$ cat src/rtl/bram_stream_reader_pkg.sv
// Shared types and constants for the BRAM stream reader.
package bram_reader_pkg;

  typedef enum logic [1:0] {
    IDLE  = 2'd0,
    READ  = 2'd1,
    DRAIN = 2'd2
  } state_t;

  localparam int BUF_DEPTH = 2;

endpackage

$ cat src/rtl/bram_stream_reader_if.sv
// Command, BRAM read-port and output-stream signals of the reader.
// Handshake: a transfer happens on a rising edge where valid && ready; the
// offering side holds valid and its payload stable until that edge.
interface bram_stream_reader_if #(
  parameter int ADDR_WIDTH = 6,
  parameter int DATA_WIDTH = 8
);
  logic                  cmd_valid;
  logic                  cmd_ready;
  logic [ADDR_WIDTH-1:0] cmd_addr;
  logic [ADDR_WIDTH:0]   cmd_len;
  logic [ADDR_WIDTH-1:0] rd_addr;
  logic                  rd_en;
  logic [DATA_WIDTH-1:0] rd_data;
  logic                  out_valid;
  logic                  out_ready;
  logic [DATA_WIDTH-1:0] out_data;
  logic                  out_last;

  modport master (
    input  cmd_valid, cmd_addr, cmd_len, rd_data, out_ready,
    output cmd_ready, rd_addr, rd_en, out_valid, out_data, out_last
  );

  modport slave (
    output cmd_valid, cmd_addr, cmd_len, rd_data, out_ready,
    input  cmd_ready, rd_addr, rd_en, out_valid, out_data, out_last
  );
endinterface

$ cat src/rtl/bram_stream_reader_fifo2_reg.sv
// Two-entry register FIFO; head entry drives dout directly so the output is registered.
module fifo2_reg #(
  parameter int WIDTH = 9
) (
  input  logic             clk,
  input  logic             rst_n,
  input  logic             push_i,
  input  logic [WIDTH-1:0] din_i,
  input  logic             pop_i,
  output logic [WIDTH-1:0] dout_o,
  output logic [1:0]       count_o,
  output logic             empty_o,
  output logic             full_o
);
  logic [WIDTH-1:0] head_q, tail_q;
  logic [1:0]       count_q;
  logic             do_pop;

  assign do_pop  = pop_i && (count_q != 2'd0);
  assign dout_o  = head_q;
  assign count_o = count_q;
  assign empty_o = (count_q == 2'd0);
  assign full_o  = (count_q == 2'd2);

  always_ff @(posedge clk or negedge rst_n) begin
    if (!rst_n) begin
      head_q  <= '0;
      tail_q  <= '0;
      count_q <= 2'd0;
    end else begin
      unique case ({push_i, do_pop})
        2'b10: begin
          if (count_q == 2'd0)      head_q <= din_i;
          else if (count_q == 2'd1) tail_q <= din_i;
          if (count_q != 2'd2) count_q <= count_q + 2'd1;
        end
        2'b01: begin
          head_q  <= tail_q;
          count_q <= count_q - 2'd1;
        end
        2'b11: begin
          // Count is unchanged; the new word lands behind whatever remains.
          if (count_q == 2'd1) begin
            head_q <= din_i;
          end else begin
            head_q <= tail_q;
            tail_q <= din_i;
          end
        end
        default: ;
      endcase
    end
  end
endmodule

$ cat src/rtl/bram_stream_reader.sv
// Reads cmd_len sequential BRAM words from cmd_addr and streams them out with a last flag.
module bram_stream_reader
  import bram_reader_pkg::*;
#(
  parameter int ADDR_WIDTH = 6,
  parameter int DATA_WIDTH = 8
) (
  input  logic                 clk,
  input  logic                 rst_n,
  bram_stream_reader_if.master bus,
  output logic                 busy_o,
  output state_t               state_o
);
  localparam logic [ADDR_WIDTH:0] REM_ONE = {{ADDR_WIDTH{1'b0}}, 1'b1};

  state_t                state_q, state_d;
  logic [ADDR_WIDTH-1:0] addr_q, addr_d;
  logic [ADDR_WIDTH:0]   remaining_q, remaining_d;
  logic                  inflight_q, inflight_last_q;
  logic                  issue, pop;
  logic [1:0]            fifo_count;
  logic                  fifo_empty, fifo_full;
  logic [2:0]            pending;
  logic [DATA_WIDTH:0]   fifo_dout;

  assign pop     = bus.out_valid && bus.out_ready;
  assign pending = {1'b0, fifo_count} + {2'b00, inflight_q} - {2'b00, pop};
  // Words already buffered or on their way must leave room for this one.
  assign issue   = (state_q == READ) && (remaining_q != '0) &&
                   (pending < 3'(BUF_DEPTH)) && !(fifo_full && !pop);

  always_comb begin
    state_d     = state_q;
    addr_d      = addr_q;
    remaining_d = remaining_q;
    unique case (state_q)
      IDLE: begin
        if (bus.cmd_valid) begin
          addr_d      = bus.cmd_addr;
          remaining_d = bus.cmd_len;
          if (bus.cmd_len != '0) state_d = READ;
        end
      end
      READ: begin
        if (issue) begin
          addr_d      = addr_q + ADDR_WIDTH'(1);
          remaining_d = remaining_q - REM_ONE;
          if (remaining_q == REM_ONE) state_d = DRAIN;
        end
      end
      DRAIN: begin
        if (!inflight_q && (fifo_empty || (fifo_count == 2'd1 && pop))) state_d = IDLE;
      end
      default: state_d = IDLE;
    endcase
  end

  always_ff @(posedge clk or negedge rst_n) begin
    if (!rst_n) begin
      state_q         <= IDLE;
      addr_q          <= '0;
      remaining_q     <= '0;
      inflight_q      <= 1'b0;
      inflight_last_q <= 1'b0;
    end else begin
      state_q         <= state_d;
      addr_q          <= addr_d;
      remaining_q     <= remaining_d;
      inflight_q      <= issue;
      inflight_last_q <= issue && (remaining_q == REM_ONE);
    end
  end

  fifo2_reg #(.WIDTH(DATA_WIDTH + 1)) u_fifo (
    .clk     (clk),
    .rst_n   (rst_n),
    .push_i  (inflight_q),
    .din_i   ({inflight_last_q, bus.rd_data}),
    .pop_i   (pop),
    .dout_o  (fifo_dout),
    .count_o (fifo_count),
    .empty_o (fifo_empty),
    .full_o  (fifo_full)
  );

  // rd_addr is the address register itself, so it holds whenever nothing is issued.
  assign bus.rd_addr   = addr_q;
  assign bus.rd_en     = issue;
  assign bus.cmd_ready = (state_q == IDLE);
  assign bus.out_valid = !fifo_empty;
  assign bus.out_data  = fifo_dout[DATA_WIDTH-1:0];
  assign bus.out_last  = fifo_dout[DATA_WIDTH];
  assign busy_o        = (state_q != IDLE);
  assign state_o       = state_q;
endmodule

$ cat src/flat_wrapper.sv
// flat-port wrapper written by rule: the top's interface ports become plain ports
module bram_stream_reader_flat import bram_reader_pkg::*;
#(
  parameter int ADDR_WIDTH = 6,
  parameter int DATA_WIDTH = 8
)
  (clk, rst_n, busy_o, state_o, bus_cmd_valid, bus_cmd_addr, bus_cmd_len, bus_rd_data, bus_out_ready, bus_cmd_ready, bus_rd_addr, bus_rd_en, bus_out_valid, bus_out_data, bus_out_last);
  bram_stream_reader_if #(.ADDR_WIDTH(ADDR_WIDTH), .DATA_WIDTH(DATA_WIDTH)) bus_i ();
  input  logic clk;
  input  logic rst_n;
  output logic busy_o;
  output state_t state_o;
  input wire logic [$bits(bus_i.cmd_valid)-1:0] bus_cmd_valid;
  input wire logic [$bits(bus_i.cmd_addr)-1:0] bus_cmd_addr;
  input wire logic [$bits(bus_i.cmd_len)-1:0] bus_cmd_len;
  input wire logic [$bits(bus_i.rd_data)-1:0] bus_rd_data;
  input wire logic [$bits(bus_i.out_ready)-1:0] bus_out_ready;
  output wire logic [$bits(bus_i.cmd_ready)-1:0] bus_cmd_ready;
  output wire logic [$bits(bus_i.rd_addr)-1:0] bus_rd_addr;
  output wire logic [$bits(bus_i.rd_en)-1:0] bus_rd_en;
  output wire logic [$bits(bus_i.out_valid)-1:0] bus_out_valid;
  output wire logic [$bits(bus_i.out_data)-1:0] bus_out_data;
  output wire logic [$bits(bus_i.out_last)-1:0] bus_out_last;
  assign bus_i.cmd_valid = bus_cmd_valid;
  assign bus_i.cmd_addr = bus_cmd_addr;
  assign bus_i.cmd_len = bus_cmd_len;
  assign bus_i.rd_data = bus_rd_data;
  assign bus_i.out_ready = bus_out_ready;
  assign bus_cmd_ready = bus_i.cmd_ready;
  assign bus_rd_addr = bus_i.rd_addr;
  assign bus_rd_en = bus_i.rd_en;
  assign bus_out_valid = bus_i.out_valid;
  assign bus_out_data = bus_i.out_data;
  assign bus_out_last = bus_i.out_last;
  bram_stream_reader #(.ADDR_WIDTH(ADDR_WIDTH), .DATA_WIDTH(DATA_WIDTH)) u_core (.clk(clk), .rst_n(rst_n), .bus(bus_i), .busy_o(busy_o), .state_o(state_o));
endmodule
$ cat config.mk
export PLATFORM = sky130hd
export DESIGN_NAME = bram_stream_reader_flat
export DESIGN_NICKNAME = d
export VERILOG_FILES = /design/src/rtl/bram_stream_reader_pkg.sv /design/src/rtl/bram_stream_reader_if.sv /design/src/rtl/bram_stream_reader_fifo2_reg.sv /design/src/rtl/bram_stream_reader.sv /design/src/flat_wrapper.sv
export SDC_FILE = /design/constraint.sdc
export NUM_CORES = 1
export LEC_CHECK = 0
export ABC_AREA = 1
export CAP_MARGIN = 10
export CORE_MARGIN = 4
export CORE_UTILIZATION = 55
export DETAILED_ROUTE_END_ITERATION = 6
export MAX_ROUTING_LAYER = met4
export PLACE_DENSITY = 0.93
export SYNTH_ARGS = -nofsm -noshare
export SYNTH_HDL_FRONTEND = slang
export SYNTH_SLANG_ARGS = --single-unit
$ cat constraint.sdc
create_clock -name clk -period 5.3 [get_ports clk]
set_clock_uncertainty 0.05 [all_clocks]
set_input_delay 1.06 -clock clk [delete_from_list [all_inputs] [get_ports clk]]
set_output_delay 1.06 -clock clk [all_outputs]
set_load 0.01 [all_outputs]
Yosys cells after proc, flatten, opt, wreduce, memory -nomap -nowiden
Cells that the tools add are included.

cells by class
  mux-type cells = 20
  reduce and logical (&&, ||, !) cells = 29
  add/subtract/negate cells = 6
  equality and inequality tests = 18
  $lt $le $gt $ge = 1

operator list
  cell                 number
  $mux 9               4
  $pmux 9 s3           1
  $pmux 9 s2           1
  $mux 7               2
  $pmux 7 s2           1
  $reduce_bool 7->1    2
  $mux 2               6
  $mux 6               2
  $ne 2x2->1 const B   6
  $pmux 6 s2           1
  $reduce_bool 2->1    5
  $logic_and 1x1->1    9
  $eq 2x2->1 const B   4
  $ne 2x1->1 const B   4
  $eq 7x1->1 const B   1
  $sub 7x1->7 const B  1
  $add 6x1->6 const B  1
  $eq 2x1->1 const B   3
  $pmux 2 s3           1
  $reduce_and 3->1     2
  $reduce_and 5->1     1
  $logic_not 1->1      4
  $logic_not 2->1      2
  $pmux 2 s2           1
  other kinds (8)      9

word-level totals
  bits of input ports = 25
  output and inout port bits = 21
  flip-flop bits (word level) = 37
  word-level logic and storage cells = 82

Logic depth before layout (Yosys ltp)
  depth after elaboration = 9
  gate-level depth with buffers = 18
  mapped depth without buffers = 17

Hierarchy
From an unflattened synthesis, not the netlist that was laid out.

second synthesis, totals
  cell total of the unflattened synthesis = 383
  area total of the unflattened synthesis = 2687.6 sq um

by module, submodules not included
  module              area each (sq um)  times used  seq. area each (sq um)  cells an instance
  bram_stream_reader  1376.3             1           425.4                   192
  fifo2_reg           1311.3             1           500.5                   191

Worst setup path after synthesis
OpenSTA, ideal clock, no wires.

  kind = input to output
  from = input bus_out_ready
  to = output bus_rd_en
  slack = 1613 ps
  path buffers = 1
  cell stages on the path = 11
  data arrival time = 2577 ps
  data required time = 4190 ps
  cell sequence = inv_1 > nor2_4 > nand2_1 > buf_2 > nand2_1 > nand2_1 > fa_1 > nand3_1 > nor2_1 > nand3_2 > inv_1

on the way
  word-level cells in the longest chain between the ends = 5
  elaborated cells on any way between the ends = 8
  those cells by class = add/sub: 1; order compare: 1; reduce/logical: 6

RTL lines
  what                                                  line                                                RTL
  start: declaration                                    flat_wrapper.sv:17                                  input wire logic [$bits(bus_i.out_ready)-1:0] bus_out_ready;
  $logic_and 1x1->1 *                                   bram_stream_reader.sv:26                            assign pop = bus.out_valid && bus.out_ready;
  $sub 3x1->3 or $logic_not 1->1 (tied branches)        bram_stream_reader.sv:27, bram_stream_reader.sv:30
  $lt 3x2->1 or $logic_and 1x1->1 (tied branches)       bram_stream_reader.sv:30                            (pending < 3'(BUF_DEPTH)) && !(fifo_full && !pop);
  $logic_and 1x1->1 or $logic_not 1->1 (tied branches)  bram_stream_reader.sv:29, bram_stream_reader.sv:30
  $logic_and 1x1->1 *                                   bram_stream_reader.sv:30
  end: declaration                                      flat_wrapper.sv:20                                  output wire logic [$bits(bus_i.rd_en)-1:0] bus_rd_en;

Every way passes the cells marked *; elsewhere a longest branch is shown, timed or not.

Worst setup path after layout
Ends and elaborated chain as after synthesis.

==> impl_metrics.ini <==
[detailed_routing]
wl_met3_um = 384
dr.max_layer_used = met4
num_vias = 2408
wl_per_cell_um = 13.5
wl_met2_um = 2880
viasPerCell = 5.55
drtIter0Drc = 165
wl_met1_um = 2480
first_pass_iters = 5
drt-total-wl_um = 5840
drcViolationCount = 0
drtAntennaViolNets = 0

[clock_tree]
clk_pin_slew_ns = 0.07
clock_sinks = 37
cts_buffers = 5
clock-root-buffer = clkbuf_8
cts-resized-gates = 0
post-cts-setup-buffer-count = 0
insertion_delay_ns = 0.29
cts.htree.levels = 2
clock_path_buffers = 2
tritoncts = done
cts_hold_buf = 0

[layout]
fillers = 364
regArea_um2 = 926
multi_input_area_um2 = 1300
drive_gt1_frac = 0.0890
nNetsFinal = 415
n_antenna_cell = 0
area_delta_synth_final_pct = 21.4
postLayoutCellArea_um2 = 2990

[logic_synthesis]
ys_dominant_reg_cell = dfrtp_1
syn_nets = 373
synth_edf_count = 0
yosys_warnings = 0
synth_top_cell_by_area = dfrtp_1
seq_area_frac_synth = 0.377
async_reset_ff_frac = 1.00
synthCells = 340
synth_seq_cells = 37
synth_top_area_share = 0.377
netlist_area_um2 = 2460
synth_cell_types = 34
avgSynthCellArea_um2 = 7.23
yosys-top-cells-area = dfrtp_1, nand2_1, o21ai_0, inv_1, nand4_1

[placement]
port_buffers = 45
dpl_cell_area_um2 = 2900
place_congestion = 0.938
pre_cts_ws_ns = 0.545
hpwlAfterDp_um = 4250

[outcome]
run_status = complete, no violations

[worst_setup_path]
critPathMaxFanout = 9
r2r-start = u_core.u_fifo.count_o[1]$_DFFE_PN0P_
arrival_ns = 3.62
critPathKind = primary input to primary output
crit_required_ns = 4.19
reg2reg_depth = 15
cp-end-kind = primary output
cp-start-kind = primary input
r2r_end = u_core.remaining_q[5]$_DFFE_PN0P_
r2r_slack_ns = 2.24

[power_and_ir_drop]
power_density_nw_per_um2 = 592
p_leak_nw = 1.45
vdd_drop_max_uv = 414

[timing]
tns_ns = 0
slew_headroom = 0.339
rsz0062_at_grt = no
min_period_over_period = 0.892
hold_violations = 0
fin_crit_ns = 4.73
setup_slack_ns = 0.571
tightest_slew_ns = 0.992
setup_viol = 0
slew_violations = 0
fmax_mhz = 211

[global_route]
grt_pass1_wl_um = 9580
grtUsageTotal = 0.225
first_global_vias = 2202
antenna_found_initial = 0
grt_max_degree = 38
grt_overflow_total = 0

[floorplan]
die_height_um = 74.9
dieArea_um2 = 5600
ios = 46
dieWidth_um = 74.9
floorplan.rows = 24
placeableCoreArea_um2 = 4350
start_util = 0.565

[worst_hold_path]
hp-class = flop to flop
min_to = u_core.u_fifo.dout_o[3]$_DFFE_PN0P_
hold_path.startpoint = u_core.u_fifo.dout_o[3]$_DFFE_PN0P_
hold_depth = 2

[run]
cap_violations = 0
==> critical path, stage by stage <==
cell and delay, ns:
clkdlybuf4s50_1 0.51, inv_1 0.08, nor2_4 0.19, nand2_1 0.10, nand2_1 0.07, nand2_1 0.07
fa_1 0.55, nand3_1 0.08, nor2_1 0.15, nand3_2 0.13, inv_1 0.09, clkdlybuf4s50_1 0.53
==> cell type report <==
cell class	count	area share
timing repair buffer	46	0.152
clock buffer	7	0.0289
inverter	42	0.0528
multi-input combinational	250	0.435
sequential	37	0.310
tap	52	0.0218
==> worst max path at each step <==
stage          cells past startpoint  slack (ns)        end          start
6_report                          12        0.57  bus_rd_en  bus_out_ready
4_1_cts                           12        0.55  bus_rd_en  bus_out_ready
2_1_floorplan                     11        1.61  bus_rd_en  bus_out_ready
3_5_place_dp                      12        0.54  bus_rd_en  bus_out_ready
5_1_grt                           12        0.37  bus_rd_en  bus_out_ready
3_3_place_gp                      12        0.61  bus_rd_en  bus_out_ready
==> power breakdown <==
| part | switching [mW] | internal [mW] |
|---|---|---|
| Clock | 0.0964 | 0.103 |
| Combinational | 0.608 | 0.422 |
| Sequential | 0.121 | 0.417 |
==> cell usage in the layout, fill, tap and decap left out, drive strengths merged, types with 2 or more instances in the layout <==
master	instances
buf	2
o211ai	3
nand3	17
clkdlybuf4s50	44
a21oi	14
ha	7
nand4	18
o221ai	3
o22ai	5
clkbuf	7
nor2	31
or2	3
dfrtp	37
o21bai	3
o21ai	32
inv	42
nand2	107
xor2	2
==> state kept, by name, summed over array words and instances (netlist names) <==
signal	flops
u_core.u_fifo.tail_q	9
u_core.inflight_q	1
u_core.inflight_last_q	1
u_core.u_fifo.dout_o	9
u_core.remaining_q	7
u_core.u_fifo.count_o	2
u_core.bus.rd_addr	6
u_core.state_o	2
==> metal layers <==
layer | global-route usage | up-vias
met2 | 0.380 | 107
met5 | - | -
met1 | 0.266 | 1096
li1 | - | 1195
met3 | 0.0454 | 10
met4 | 0.0810 | 0
==> kinds of logic after synthesis <==
group	synth area share
compound gates	0.141
xor+xnor	0.00713
fa+ha+maj	0.0438
buf+inv	0.0957
flops	0.377
mux	0.00407
simple gates	0.331
==> through the flow <==
stage	util	instances	hold slack [ns]	power, mW
after floorplan	-	340	0.422	1.25
after global placement	0.666	427	0.418	1.52
after detailed placement	0.666	427	0.419	1.56
after CTS	0.686	434	0.435	1.77
after global routing	0.686	434	0.451	1.93
final	0.686	434	0.432	1.77
==> synthesized netlist by cell type (2+ instances only) <==
cell	count
o22ai_1	5
o221ai_1	3
nor2_1	27
nor2_4	2
nand3_1	15
or2_2	2
o21ai_0	28
inv_1	37
nand2_2	12
o211ai_1	3
buf_2	7
nand4_1	18
o21ai_1	4
o21bai_1	3
ha_1	7
xor2_1	2
a21oi_1	14
inv_2	5
dfrtp_1	37
nand2_1	94
nor2_2	2
Power figures use the tool's default switching activity.
